### src/rtl/cgra_input_aligner.sv
// Lane FIFO: power-of-two circular buffer, pointers one bit wider than the address.
// Latency: a pushed word is visible at head on the cycle after the push edge.
// Backpressure: push while full is ignored (the caller flags the drop); pop while empty is ignored.
//   Ports: clk/rst, push + wdata (write side), pop (read side), head/full/empty (status).
module cgra_input_aligner_fifo #(
    parameter int WIDTH = 32,
    parameter int DEPTH = 16
) (
    input  logic             clk,
    input  logic             rst,
    input  logic             push,
    input  logic [WIDTH-1:0] wdata,
    input  logic             pop,
    output logic [WIDTH-1:0] head,
    output logic             full,
    output logic             empty
);
    localparam int AW = $clog2(DEPTH);

    logic [WIDTH-1:0] mem [DEPTH];
    logic [AW:0]      wptr;
    logic [AW:0]      rptr;

    // Same index with opposite lap bit means the writer is a whole lap ahead.
    assign empty = (wptr == rptr);
    assign full  = (wptr[AW] != rptr[AW]) && (wptr[AW-1:0] == rptr[AW-1:0]);
    assign head  = mem[rptr[AW-1:0]];

    always_ff @(posedge clk) begin
        if (rst) begin
            wptr <= '0;
            rptr <= '0;
        end else begin
            if (push && !full) begin
                wptr <= wptr + 1'b1;
            end
            if (pop && !empty) begin
                rptr <= rptr + 1'b1;
            end
        end
    end

    // Storage needs no reset; the pointers define which entries are live.
    always_ff @(posedge clk) begin
        if (push && !full && !rst) begin
            mem[wptr[AW-1:0]] <= wdata;
        end
    end
endmodule

// Aligns four skewed word lanes into 4-word frames for the CGRA input port.
// Latency: words complete on all lanes at edge E -> out_valid high after edge E+1; 1 frame/cycle sustained.
// Backpressure: out_ready low holds the frame register; lanes buffer FIFO_DEPTH words, further words drop and set overflow.
//   Ports: clk/rst; in_channel{1,2}_data{1,2}[_valid] = lanes 0..3; clear_flags;
//   out_valid/out_ready/out_data frame handshake (lane0 in LSBs); overflow per lane; frame_count.
module cgra_input_aligner #(
    parameter int DATA_WIDTH = 32,
    parameter int FIFO_DEPTH = 16,
    parameter int FCNT_WIDTH = 16
) (
    input  logic                      clk,
    input  logic                      rst,
    input  logic                      in_channel1_data1_valid,
    input  logic [DATA_WIDTH-1:0]     in_channel1_data1,
    input  logic                      in_channel1_data2_valid,
    input  logic [DATA_WIDTH-1:0]     in_channel1_data2,
    input  logic                      in_channel2_data1_valid,
    input  logic [DATA_WIDTH-1:0]     in_channel2_data1,
    input  logic                      in_channel2_data2_valid,
    input  logic [DATA_WIDTH-1:0]     in_channel2_data2,
    input  logic                      clear_flags,
    output logic                      out_valid,
    input  logic                      out_ready,
    output logic [4*DATA_WIDTH-1:0]   out_data,
    output logic [3:0]                overflow,
    output logic [FCNT_WIDTH-1:0]     frame_count
);
    logic [3:0]            lane_vld;
    logic [DATA_WIDTH-1:0] lane_dat  [4];
    logic [DATA_WIDTH-1:0] lane_head [4];
    logic [3:0]            lane_full;
    logic [3:0]            lane_empty;
    logic [3:0]            lane_drop;
    logic                  load;
    logic                  xfer;

    assign lane_vld    = {in_channel2_data2_valid, in_channel2_data1_valid,
                          in_channel1_data2_valid, in_channel1_data1_valid};
    assign lane_dat[0] = in_channel1_data1;
    assign lane_dat[1] = in_channel1_data2;
    assign lane_dat[2] = in_channel2_data1;
    assign lane_dat[3] = in_channel2_data2;

    // Fullness is taken before this edge's pop, so a simultaneous frame load
    // never makes room for a word arriving on the same edge.
    assign lane_drop = lane_vld & lane_full;

    // The frame register refills whenever it is empty or being drained this edge.
    assign xfer = out_valid && out_ready;
    assign load = (lane_empty == 4'b0000) && (!out_valid || out_ready);

    for (genvar i = 0; i < 4; i++) begin : g_lane
        cgra_input_aligner_fifo #(
            .WIDTH (DATA_WIDTH),
            .DEPTH (FIFO_DEPTH)
        ) u_fifo (
            .clk   (clk),
            .rst   (rst),
            .push  (lane_vld[i]),
            .wdata (lane_dat[i]),
            .pop   (load),
            .head  (lane_head[i]),
            .full  (lane_full[i]),
            .empty (lane_empty[i])
        );
    end

    always_ff @(posedge clk) begin
        if (rst) begin
            out_valid   <= 1'b0;
            out_data    <= '0;
            overflow    <= 4'b0000;
            frame_count <= '0;
        end else begin
            if (load) begin
                out_valid <= 1'b1;
                out_data  <= {lane_head[3], lane_head[2], lane_head[1], lane_head[0]};
            end else if (xfer) begin
                out_valid <= 1'b0;
            end
            if (xfer) begin
                frame_count <= frame_count + 1'b1;
            end
            // A drop on the clearing edge still leaves its flag set.
            overflow <= (clear_flags ? 4'b0000 : overflow) | lane_drop;
        end
    end
endmodule

### config.mk
export PLATFORM = sky130hd
export DESIGN_NAME = cgra_input_aligner
export DESIGN_NICKNAME = d
export VERILOG_FILES = /design/src/rtl/cgra_input_aligner.sv
export SDC_FILE = /design/constraint.sdc
export NUM_CORES = 2
export LEC_CHECK = 0
export ABC_AREA = 1
export BUFFER_PORTS_ARGS = -buffer_cell sky130_fd_sc_hd__buf_2
export CORE_MARGIN = 1.5
export CORE_UTILIZATION = 25
export DETAILED_ROUTE_END_ITERATION = 8
export GPL_TIMING_DRIVEN = 0
export SETUP_SLACK_MARGIN = 0.5
export SLEW_MARGIN = 30
export SYNTH_ARGS = -nofsm -noshare
export SYNTH_HDL_FRONTEND = slang
export SYNTH_SLANG_ARGS = --single-unit
### constraint.sdc
create_clock -name clk -period 4.6 [get_ports clk]
set_clock_uncertainty 0.1 [all_clocks]
set_input_delay 0.23 -clock clk [delete_from_list [all_inputs] [get_ports clk]]
set_output_delay 0.23 -clock clk [all_outputs]
set_load 0.01 [all_outputs]
After elaboration in Yosys (flattened, before gate mapping). Memory sizes are Yosys's and may differ from the RTL's. A register that Yosys moved wholly into a read port is not among the register bits. Index checks and enable logic that the tools add are counted.

$add $sub $neg: 9. Equal/unequal tests: 12. Mux-type cells: 11. Bitwise logic cells: 2. Reductions and logical operators: 31.

Operator list (count): $add 5x1->5 const B (8); $eq 5x5->1 (4); $logic_and 1x1->1 (18); $add 16x1->16 const B (1); $eq 4x4->1 (4); $logic_not 1->1 (10); $mux 1 (10); $and 4x4->4 (1); $logic_not 4->1 (1); $mux 4 (1); $ne 1x1->1 (4); $or 4x4->4 (1); $reduce_bool 2->1 (1); $logic_or 1x1->1 (1).

Flip-flop bits (word level): 61. RAM bits: 2048. Bits of input ports: 136. Memories: 4.

Memories: g_lane[0].u_fifo.mem (depth 16, width 32, read ports 1, clocked after memory_dff 1, wr ports 1, line 20) `logic [WIDTH-1:0] mem [DEPTH];`; g_lane[1].u_fifo.mem (depth 16, width 32, read ports 1, clocked after memory_dff 1, wr ports 1, line 20); g_lane[2].u_fifo.mem (depth 16, width 32, read ports 1, clocked after memory_dff 1, wr ports 1, line 20); g_lane[3].u_fifo.mem (depth 16, width 32, read ports 1, clocked after memory_dff 1, wr ports 1, line 20).

Longest topological paths before layout.
Word-level depth: 7. Depth in mapped cells: 15. Gate-level depth less buffers: 11.

By module. Synthesis repeated with hierarchy kept, for this count alone.

Cells, all modules: 7727. Area, all modules: 92731.4 um^2.

By module, submodules not included: cgra_input_aligner_fifo (instances 4, cells each 1757, area each 21804.7 um^2); cgra_input_aligner (instances 1, cells each 699, area each 5512.8 um^2).

Worst setup path after synthesis. OpenSTA, ideal clock, no wires.

Path kind: reg2reg. From: register g_lane[3].u_fifo.rptr[0]. To: memory g_lane[3].u_fifo.mem[3][0], enable pin. Library setup time: 461 ps. Arrival time: 3502 ps. Required time: 4039 ps. Slack: 537 ps. Stages on the path, launching flop included: 12. Period minus slack after synthesis: 4063 ps. Cell sequence: dfxtp_1 -> buf_4 -> inv_4 -> buf_4 -> nand2_1 -> nand2_1 -> nor2_1 -> nand3b_1 -> nand2_1 -> nor2_1 -> inv_1 -> nor3_1.

Cells in the longest elaborated chain, start to end: 7.

Ends and longest elaborated chain: start: declaration (line 22) `logic [AW:0] rptr;`; start signal: assignment (line 38) `rptr <= rptr + 1'b1;`; $eq 4x4->1 (line 26) `assign full = (wptr[AW] != rptr[AW]) && (wptr[AW-1:0] == rptr[AW-1:0]);`; $logic_and 1x1->1 (line 26); $logic_not 1->1 (line 45) `if (push && !full && !rst) begin`; $logic_and 1x1->1 (2 in a row) (line 45); $mux 1 (line 45); $mux 1 (not written as such) (line 46) `mem[wptr[AW-1:0]] <= wdata;`; end: declaration (line 20).

No other way between the ends.

Worst setup path after layout.
From: register g_lane[3].u_fifo.rptr[0]. To: memory g_lane[3].u_fifo.mem[11][16], enable pin.

The elaborated chain is that of the path after synthesis.

==> flow_summary.ini <==
[flow_run]
maxCapViolCount = 0

[timing]
worst_slack_ns = 1.17
fin_crit_ns = 3.43
whs_ns = 0.111
report.final.setup_viol = 0
fin_tns_setup_ns = 0
hold_viol = 0
rsz0062_at_grt = false
slew_viol_final = 0
worst_pin_slew_ns = 1.02
finalCritPeriodShare = 0.746
maxSlewHeadroom = 0.320
fmax_mhz = 291

[synth]
synth_area_sq_um = 92600
synth_fp_nets = 9001
postSynthAreaPerCell_sq_um = 10.5
async_flop_share = 0
yosys_warnings = 0
synth_ff_type = edfxtp_1
synth_cell_types = 31
synth-edff-count = 2048
synth_cells = 8844
seq_area_frac_synth = 0.705
synth-seq-cells = 2237

[cts]
clk_path_buf_depth = 4
numCtsBuffers = 237
insertion_delay_ns = 0.96
cts.sinks = 2237
cts_tree = yes
cts_setup_buffers = 0
root_buffer = clkbuf_16
post_cts_resize_count = 0
hold_buffers = 138
clk_pin_slew_ns = 0.07
htreeDepth = 4

[detailed_routing]
dr_total_vias = 65500
wl_met3_mm = 20.4
top_layer_used = met5
drt-pass1-iter-count = 9
met1_length_mm = 119
post_drt_via_cell_ratio = 4.42
ant_nets = 0
drt_wl_total_mm = 297
post-route-drc-count = 0
met2_length_mm = 143
drt-initial-drc-count = 7153
routed_wire_length_per_instance_microns = 20.0

[place]
place_hpwl_mm = 210
portBuffers = 283
routabilityCongestion = 0.830
dp_slack_ns = 1.05

[grt]
antenna_found_initial = 42
grt_pass1_vias = 62100
grt_max_degree = 21
grt_pass1_wl_mm = 425
grt-ovfl-total = 0
grt_usage = 0.154

[cells_and_area]
layout.nets = 9798
final_cell_mix = nand2_1 (2442), edfxtp_1 (2048), nor2_1 (1563)
synthToLayoutAreaGrowth_pct = 21.2
drive_gt1_frac = 0.105
layout_commonest_cell = nand2_1

[critical_path]
critPathArrivalTime_ns = 3.92
crit_required_ns = 5.09
reg2reg_depth = 14
setup.worst_path.end_class = flop
r2r-start = g_lane[3].u_fifo.rptr[0]$_SDFFE_PP0P_
rr_endpoint = g_lane[3].u_fifo.mem[11][16]$_DFFE_PP_
cp-endpoint = g_lane[3].u_fifo.mem[11][16]$_DFFE_PP_
crit_path_start = g_lane[3].u_fifo.rptr[0]$_SDFFE_PP0P_
r2r_setup_slack_ns = 1.17
worstSetupStartpointType = flop
critPathKind = reg -> reg
crit_fanout = 10

[floorplan]
initial_core_util = 0.251
fp.coreArea_sq_um = 369000
rows = 223
die_w_microns = 611
io_pins = 285
fp.dieArea_sq_um = 374000
die_y_microns = 611

[power_and_ir_drop]
power_density_nw_per_um2 = 394
p_total_uw = 44200
p_leak_uw = 0.0435
peakVddDrop_v = 0.000334

[status]
outcome = completed

[worst_hold_path]
hold_class = in -> reg
hold_start = in_channel1_data2[15]
## metal layers
layer / vias up / global-route usage
li1: 31000 / -
met1: 31600 / 0.194
met2: 2454 / 0.263
met3: 473 / 0.0227
met4: 14 / 0.0666
met5: - / 0
## worst min path at each step
stage	depth (start not counted)	to
2_1_floorplan	0	g_lane[0].u_fifo.mem[0][0]$_DFFE_PP_
3_3_place_gp	2	overflow[0]$_SDFF_PP0_
3_5_place_dp	2	overflow[0]$_SDFF_PP0_
4_1_cts	2	g_lane[1].u_fifo.mem[7][15]$_DFFE_PP_
5_1_grt	2	g_lane[1].u_fifo.mem[7][15]$_DFFE_PP_
6_report	2	g_lane[1].u_fifo.mem[7][15]$_DFFE_PP_
## power by group
group,switching (uW),internal [uW]
Sequential,82.0,22400
Clock,8260,10600
Combinational,2040,773
## final cells by class
cell class / count / area, sq um
multi-input cells: 5543 / 23400
repair buffers: 558 / 5310
diodes: 18 / 45.0
flip-flops and latches: 2237 / 65300
clock inverters: 129 / 1210
fillers: 37600 / 257000
plain buffers: 487 / 2180
clock buffers: 317 / 6390
well taps: 4950 / 6190
inverters: 577 / 2170
## cells in the mapped netlist, drive strengths merged, types with 21 or more instances
library cell  instances  area share
clkbuf              201      0.0082
ha                   21      0.0028
nor3                 21      0.0011
inv                 575       0.023
nor2               1618       0.066
nand2              2444       0.099
buf                 286       0.015
o21ai               532       0.029
edfxtp             2048        0.66
dfxtp               189       0.041
a21oi               307       0.017
nand3               557       0.030
## cells by family (layout without fill, tap and decap cells)
kind of cell               count (synthesis)  in the layout  share of synthesized area
buffers and inverters                   1064           2068                     0.0468
AOI/OAI and AO/OA                        844            844                     0.0458
xor gates and xnor gates                  21             21                    0.00199
adders and majority gates                 21             21                    0.00284
DFF                                     2237           2237                      0.705
other                                      0             18                          0
and+or+nand+nor                         4657           4657                      0.197
## worst max-delay path, cell delays in order (launching register included)
cell and delay, ns:
dfxtp_1 0.31, buf_4 0.21, inv_4 0.12, buf_4 0.24
nand2_1 0.07, nand2_1 0.06, nor2_1 0.06, nand3b_1 0.15
nand2_1 0.20, nor2_1 0.26, inv_1 0.18, nor3_2 0.54
buf_6 0.22, buf_4 0.18, buf_4 0.20
## state kept, by name (all words and copies together), names as in the netlist
register and cells:
out_data 128, g_lane.u_fifo.rptr 20, g_lane.u_fifo.wptr 20, g_lane.u_fifo.mem 2048, overflow 4, frame_count 16
out_valid 1
## per-stage QoR
stage / instances / instance area, sq um / utilization
finish: 14800 / 112000 / 0.304
global route: 14800 / 112000 / 0.304
CTS: 14800 / 112000 / 0.304
detailed placement: 14200 / 103000 / 0.280
global placement: 14100 / 100000 / 0.272
floorplan: 8844 / 92600 / -
Power figures use the tool's default switching activity.
